`src/rtl/tt_load_drain_ctrl.sv`:
```
// tt_load_drain_ctrl
// Load-queue side of the scoreboard drain handshake. Accepts one drain request
// (start lqid, entry count, sb_id) while idle, then walks the load queue in
// circular order. Each ready entry is moved into a one-entry output register
// that feeds the VRF write-back port. Every accepted write-back beat produces a
// one-cycle lq_commit pulse, which retires that entry in the scoreboard.
//
// Ports:
//   clk, reset_n            clock, synchronous active-low reset
//   i_drain_req/lqid_start/ drain request from the scoreboard, held until it is
//   ref_count/sb_id         accepted (req && !o_draining)
//   o_draining              high while a drain is in progress
//   o_load_sb_id, i_vd      scoreboard lookup of the destination register
//   o_lq_rd_id, i_lq_*      load-queue read address, ready flags, read data
//   o_wb_*, i_wb_ready      write-back beat (valid/ready handshake)
//   o_lq_commit(_id)        one entry retired (combinational)
module tt_load_drain_ctrl #(
    parameter int unsigned LQ_DEPTH   = 8,
    parameter int unsigned LQID_W     = 3,
    parameter int unsigned DATA_WIDTH = 512
) (
    input  logic                  clk,
    input  logic                  reset_n,
    input  logic                  i_drain_req,
    input  logic [LQID_W-1:0]     i_drain_lqid_start,
    input  logic [LQID_W:0]       i_drain_ref_count,
    input  logic [4:0]            i_drain_sb_id,
    output logic                  o_draining,
    output logic [4:0]            o_load_sb_id,
    input  logic [4:0]            i_vd,
    output logic [LQID_W-1:0]     o_lq_rd_id,
    input  logic [LQ_DEPTH-1:0]   i_lq_entry_ready,
    input  logic [DATA_WIDTH-1:0] i_lq_rd_data,
    output logic                  o_wb_valid,
    output logic [DATA_WIDTH-1:0] o_wb_data,
    output logic [4:0]            o_wb_vd,
    output logic [LQID_W-1:0]     o_wb_lqid,
    output logic                  o_wb_last,
    input  logic                  i_wb_ready,
    output logic                  o_lq_commit,
    output logic [LQID_W-1:0]     o_lq_commit_id
);

    localparam logic [0:0] StIdle   = 1'b0;
    localparam logic [0:0] StActive = 1'b1;

    logic [0:0]            state_q, state_d;
    logic [LQID_W-1:0]     cur_id_q, cur_id_d;
    logic [LQID_W:0]       remaining_q, remaining_d;
    logic [4:0]            sb_id_q, sb_id_d;
    logic [4:0]            vd_q, vd_d;
    logic                  wb_valid_q, wb_valid_d;
    logic [DATA_WIDTH-1:0] wb_data_q, wb_data_d;
    logic [4:0]            wb_vd_q, wb_vd_d;
    logic [LQID_W-1:0]     wb_lqid_q, wb_lqid_d;
    logic                  wb_last_q, wb_last_d;

    logic active;
    logic wb_accept;
    logic fetch;
    logic done;

    assign active    = (state_q == StActive);
    assign wb_accept = wb_valid_q && i_wb_ready;
    // The output register can take a new entry if it is empty or draining this cycle.
    assign fetch     = active && (remaining_q != '0) && i_lq_entry_ready[cur_id_q]
                       && (!wb_valid_q || i_wb_ready);
    // With nothing left to fetch, any beat still held is necessarily the last one.
    assign done      = active && (remaining_q == '0) && (!wb_valid_q || i_wb_ready);

    always_comb begin
        state_d     = state_q;
        cur_id_d    = cur_id_q;
        remaining_d = remaining_q;
        sb_id_d     = sb_id_q;
        vd_d        = vd_q;
        wb_valid_d  = wb_valid_q;
        wb_data_d   = wb_data_q;
        wb_vd_d     = wb_vd_q;
        wb_lqid_d   = wb_lqid_q;
        wb_last_d   = wb_last_q;

        if (state_q == StIdle) begin
            if (i_drain_req) begin
                state_d     = StActive;
                cur_id_d    = i_drain_lqid_start;
                remaining_d = i_drain_ref_count;
                sb_id_d     = i_drain_sb_id;
                // i_vd is looked up with o_load_sb_id = i_drain_sb_id while idle.
                vd_d        = i_vd;
            end
        end else begin
            if (wb_accept) begin
                wb_valid_d = 1'b0;
                wb_last_d  = 1'b0;
            end
            if (fetch) begin
                wb_valid_d  = 1'b1;
                wb_data_d   = i_lq_rd_data;
                wb_vd_d     = vd_q;
                wb_lqid_d   = cur_id_q;
                wb_last_d   = (remaining_q == {{LQID_W{1'b0}}, 1'b1});
                // LQ_DEPTH is a power of two, so natural overflow is the circular wrap.
                cur_id_d    = cur_id_q + {{(LQID_W-1){1'b0}}, 1'b1};
                remaining_d = remaining_q - {{LQID_W{1'b0}}, 1'b1};
            end
            if (done) begin
                state_d = StIdle;
            end
        end
    end

    always_ff @(posedge clk) begin
        if (!reset_n) begin
            state_q     <= StIdle;
            cur_id_q    <= '0;
            remaining_q <= '0;
            sb_id_q     <= '0;
            vd_q        <= '0;
            wb_valid_q  <= 1'b0;
            wb_data_q   <= '0;
            wb_vd_q     <= '0;
            wb_lqid_q   <= '0;
            wb_last_q   <= 1'b0;
        end else begin
            state_q     <= state_d;
            cur_id_q    <= cur_id_d;
            remaining_q <= remaining_d;
            sb_id_q     <= sb_id_d;
            vd_q        <= vd_d;
            wb_valid_q  <= wb_valid_d;
            wb_data_q   <= wb_data_d;
            wb_vd_q     <= wb_vd_d;
            wb_lqid_q   <= wb_lqid_d;
            wb_last_q   <= wb_last_d;
        end
    end

    always_comb begin
        o_draining     = active;
        o_load_sb_id   = active ? sb_id_q : i_drain_sb_id;
        o_lq_rd_id     = cur_id_q;
        o_wb_valid     = wb_valid_q;
        o_wb_data      = wb_data_q;
        o_wb_vd        = wb_vd_q;
        o_wb_lqid      = wb_lqid_q;
        o_wb_last      = wb_last_q;
        o_lq_commit    = wb_accept;
        o_lq_commit_id = wb_lqid_q;
    end

endmodule

```
`config.mk`:
```
export PLATFORM = sky130hd
export DESIGN_NAME = tt_load_drain_ctrl
export DESIGN_NICKNAME = d
export VERILOG_FILES = /design/src/rtl/tt_load_drain_ctrl.sv
export SDC_FILE = /design/constraint.sdc
export NUM_CORES = 1
export LEC_CHECK = 0
export CORE_AREA = 2 2 415 417
export CTS_CLUSTER_SIZE = 25
export DETAILED_ROUTE_END_ITERATION = 8
export DIE_AREA = 0 0 417 419
export HOLD_SLACK_MARGIN = 0.12
export PLACE_DENSITY = 0.42
export SYNTH_ARGS = -nofsm -noshare
export SYNTH_HDL_FRONTEND = slang
export SYNTH_SLANG_ARGS = --single-unit
```
`constraint.sdc`:
```
create_clock -name clk -period 6.2 [get_ports clk]
set_clock_uncertainty 0.15 [all_clocks]
set_input_delay 0.93 -clock clk [delete_from_list [all_inputs] [get_ports clk]]
set_output_delay 0.93 -clock clk [all_outputs]
set_load 0.01 [all_outputs]
```
==> results.json <==
{
  "tightest_slew_ns": 1.03,
  "power.share.clock_pct": 45.7,
  "first_iter_violations": 1217,
  "final-setup-viol-count": 0,
  "design_area_um2": 34600,
  "cp_num_buf_inv": 2,
  "critPathKind": "flip-flop to flip-flop",
  "maxSlewViolCount": 0,
  "num_rows": 152,
  "ys_warn_count": 0,
  "critPathLaunch": "o_lq_rd_id[0]",
  "die_x_um": 417,
  "cp_top_family": "buffers and inverters",
  "htreeDepth": 3,
  "synthAdderAreaFrac_pct": 0.199,
  "critPathMaxFanout": 142,
  "syn-cell-area_um2": 18900,
  "fillers": 18900,
  "placed_cell_area_um2": 32000,
  "hold_viol": 0,
  "hold_path.class": "flip-flop to flip-flop",
  "combinationalPowerShare_pct": 16.3,
  "clock_path_buffers": 3,
  "synth-seq-cells": 540,
  "wl_per_cell_um": 20.8,
  "io_pins": 1076,
  "synth_cell_type_count": 37,
  "drc": 0,
  "synth_cells": 2393,
  "synth-seq-area-share_pct": 57.2,
  "path_clk_slew_ns": 0.06,
  "relSlewSlack_pct": 31.1,
  "grt_pass1_wl_mm": 159,
  "synth-edff-count": 0,
  "synthFlopType": "dfxtp_1",
  "vdd_drop_max_v": 0.000179,
  "cts_resized": 0,
  "synth-compound-area-share_pct": 15.4,
  "cts_setup_buffers": 0,
  "dpl.hpwl_mm": 91.0,
  "r2r_start": "o_lq_rd_id[0]",
  "p_per_area_nw_per_um2": 289,
  "period_share_pct": 63.5,
  "clock_sinks": 540,
  "nets": 3936,
  "fin_setup_tns_ns": 0,
  "fmax_ghz": 0.254,
  "crit_arrival_ns": 4.37,
  "cts_root_buffer": "clkbuf_16",
  "viasPerCell": 3.53,
  "grt_pass1_vias": 19200,
  "path_cells": "mux2i_1 -> a221oi_2 -> nand4_1 -> buf_4 -> buf_12 -> nand2_1 -> a21oi_1",
  "synth-xor-area-share_pct": 0.0927,
  "overflow": 0,
  "vias": 20100,
  "startpoint_type": "flip-flop",
  "async_flop_share_pct": 0,
  "wl_mm": 118,
  "clock_latency_ns": 0.68,
  "dpl.cell_count": 5549,
  "post-route-util_pct": 20.3,
  "cp_slowest_cell": "dfxtp_1",
  "totalPowerFinal_mw": 9.97,
  "muxShareOfSynthArea_pct": 0.563,
  "p_leak_nw": 11.2,
  "status": "finished clean",
  "swShare_pct": 27.4,
  "grt_max_degree": 143,
  "grt_usage_pct": 12.9,
  "rsz0062_at_grt": "false",
  "setup_ws_ns": 2.26,
  "syn-num-nets": 2937,
  "final_cell_count_no_fill": 5684,
  "antenna_found_initial": 52,
  "synth_top_family_by_area": "simple AND/OR/NAND/NOR gates",
  "die_y_um": 419,
  "p_int_mw": 7.24,
  "synth.avg_cell_area_um2": 7.89,
  "start_util_pct": 11.1,
  "synthSimpleGateAreaFrac_pct": 22.2,
  "die_area_um2": 175000,
  "area_delta_synth_final_pct": 83.0,
  "cts_hold_buffers": 0,
  "endpoint_kind": "flip-flop",
  "core_um2": 171000,
  "p_seq_share_pct": 38.1,
  "antenna_left": 0,
  "cap_violations": 0,
  "min_period_ns": 3.94,
  "p_sw_mw": 2.73,
  "portBuffers": 1075,
  "cts_made_buffers": 74,
  "hp-start": "o_wb_data[505]",
  "cpPeakStageDelay_ns": 0.82,
  "final_layout_size_suffix_gt1_share_pct": 4.47,
  "cts_tree": "yes",
  "gp_congestion": 0.873,
  "first_pass_iters": 5,
  "post-place-ws_ns": 2.03,
  "hold_ws_ns": 0.300,
  "required_ns": 6.64
}
[worst register-to-register path: stages (launching register included)]
cell	delay, ns
dfxtp_1	0.82
mux2i_1	0.57
a221oi_2	0.13
nand4_1	0.37
buf_4	0.65
buf_12	0.44
nand2_1	0.54
a21oi_1	0.17
[power groups by stage]
stage / sequential, mW / clock, mW / combinational (mW)
3_3_place_gp: 3.87 / 0 / 1.65
3_5_place_dp: 3.87 / 0 / 1.65
2_1_floorplan: 3.94 / 0 / 0.505
4_1_cts: 3.80 / 4.77 / 1.66
6_report: 3.80 / 4.55 / 1.62
5_1_grt: 3.82 / 4.87 / 1.76
[final cells by class]
type | count | area (um2) | area share [%]
antenna | 6 | 15.0 | 0.0434
clock buffer | 107 | 2170 | 6.28
clock inverter | 22 | 359 | 1.04
inverter | 4 | 22.5 | 0.0652
multi-input combinational | 1665 | 7270 | 21.0
sequential | 540 | 10800 | 31.3
tap | 2233 | 2790 | 8.08
timing repair buffer | 1107 | 11100 | 32.2
[routing by layer]
metal,global-route usage (%),vias to the layer above,share of wire (%),wire (um)
met2,22.6,689,50,59400
met5,0,-,0,0
met4,3.06,0,2.3,2680
met3,4.68,197,7.5,8840
met1,14.8,9458,40,47100
li1,-,9732,-,-
[logic make-up (layout without fill, tap and decap cells)]
group                    count (synthesis)  after routing
multiplexers                            10             10
buffers and inverters                  188           1240
adder cells (fa/ha/maj)                  3              3
other                                    0              6
flip-flops                             540            540
AO/OA/AOI/OAI                          551            551
XOR/XNOR                                 2              2
AND/OR/NAND/NOR                       1099           1099
[cells in the mapped netlist, types with 4 or more instances]
cell,instances,area share [%]
clkbuf_1,122,2.4
o211ai_1,4,0.16
a21boi_1,10,0.40
a21oi_1,491,13
nand3_1,4,0.11
mux2_2,5,0.30
buf_4,12,0.48
nor2_1,5,0.099
mux2i_1,5,0.26
buf_2,48,1.3
a21boi_0,33,1.3
nand4_1,6,0.20
inv_1,4,0.079
dfxtp_1,540,57
nand2_1,1070,21
[cell usage in the layout (no fill, tap or decap), types with 3 or more instances in the layout]
cell type / n
a21boi_0: 33
a21boi_1: 10
a21oi_1: 491
and2_1: 3
buf_12: 10
buf_4: 23
bufinv_16: 8
clkbuf_1: 17
clkbuf_16: 77
clkbuf_8: 13
clkdlybuf4s50_1: 1074
clkinv_2: 8
dfxtp_1: 540
diode_2: 6
ha_1: 3
inv_1: 3
mux2_2: 5
mux2i_1: 5
nand2_1: 1070
nand3_1: 4
nand4_1: 6
nor2_1: 5
nor2b_1: 3
o211ai_1: 4
o21ai_0: 3
[state kept, by name, summed over array words and instances, names as in the netlist]
| signal | cells |
|---|---|
| o_draining | 1 |
| o_lq_commit_id | 3 |
| o_lq_rd_id | 3 |
| o_wb_data | 512 |
| o_wb_last | 1 |
| o_wb_valid | 1 |
| o_wb_vd | 5 |
| remaining_q | 4 |
| sb_id_q | 5 |
| vd_q | 5 |
[worst paths after layout]
kind	slack [ns]	endpoint	cells past startpoint
worst max-delay path	2.26	o_wb_data[221]	7
worst max register to register	2.26	o_wb_data[221]	7
worst min-delay path	0.30	o_wb_data[505]	2
worst min register to register	0.30	o_wb_data[505]	2
No activity file was read; power rests on OpenSTA's default activity.
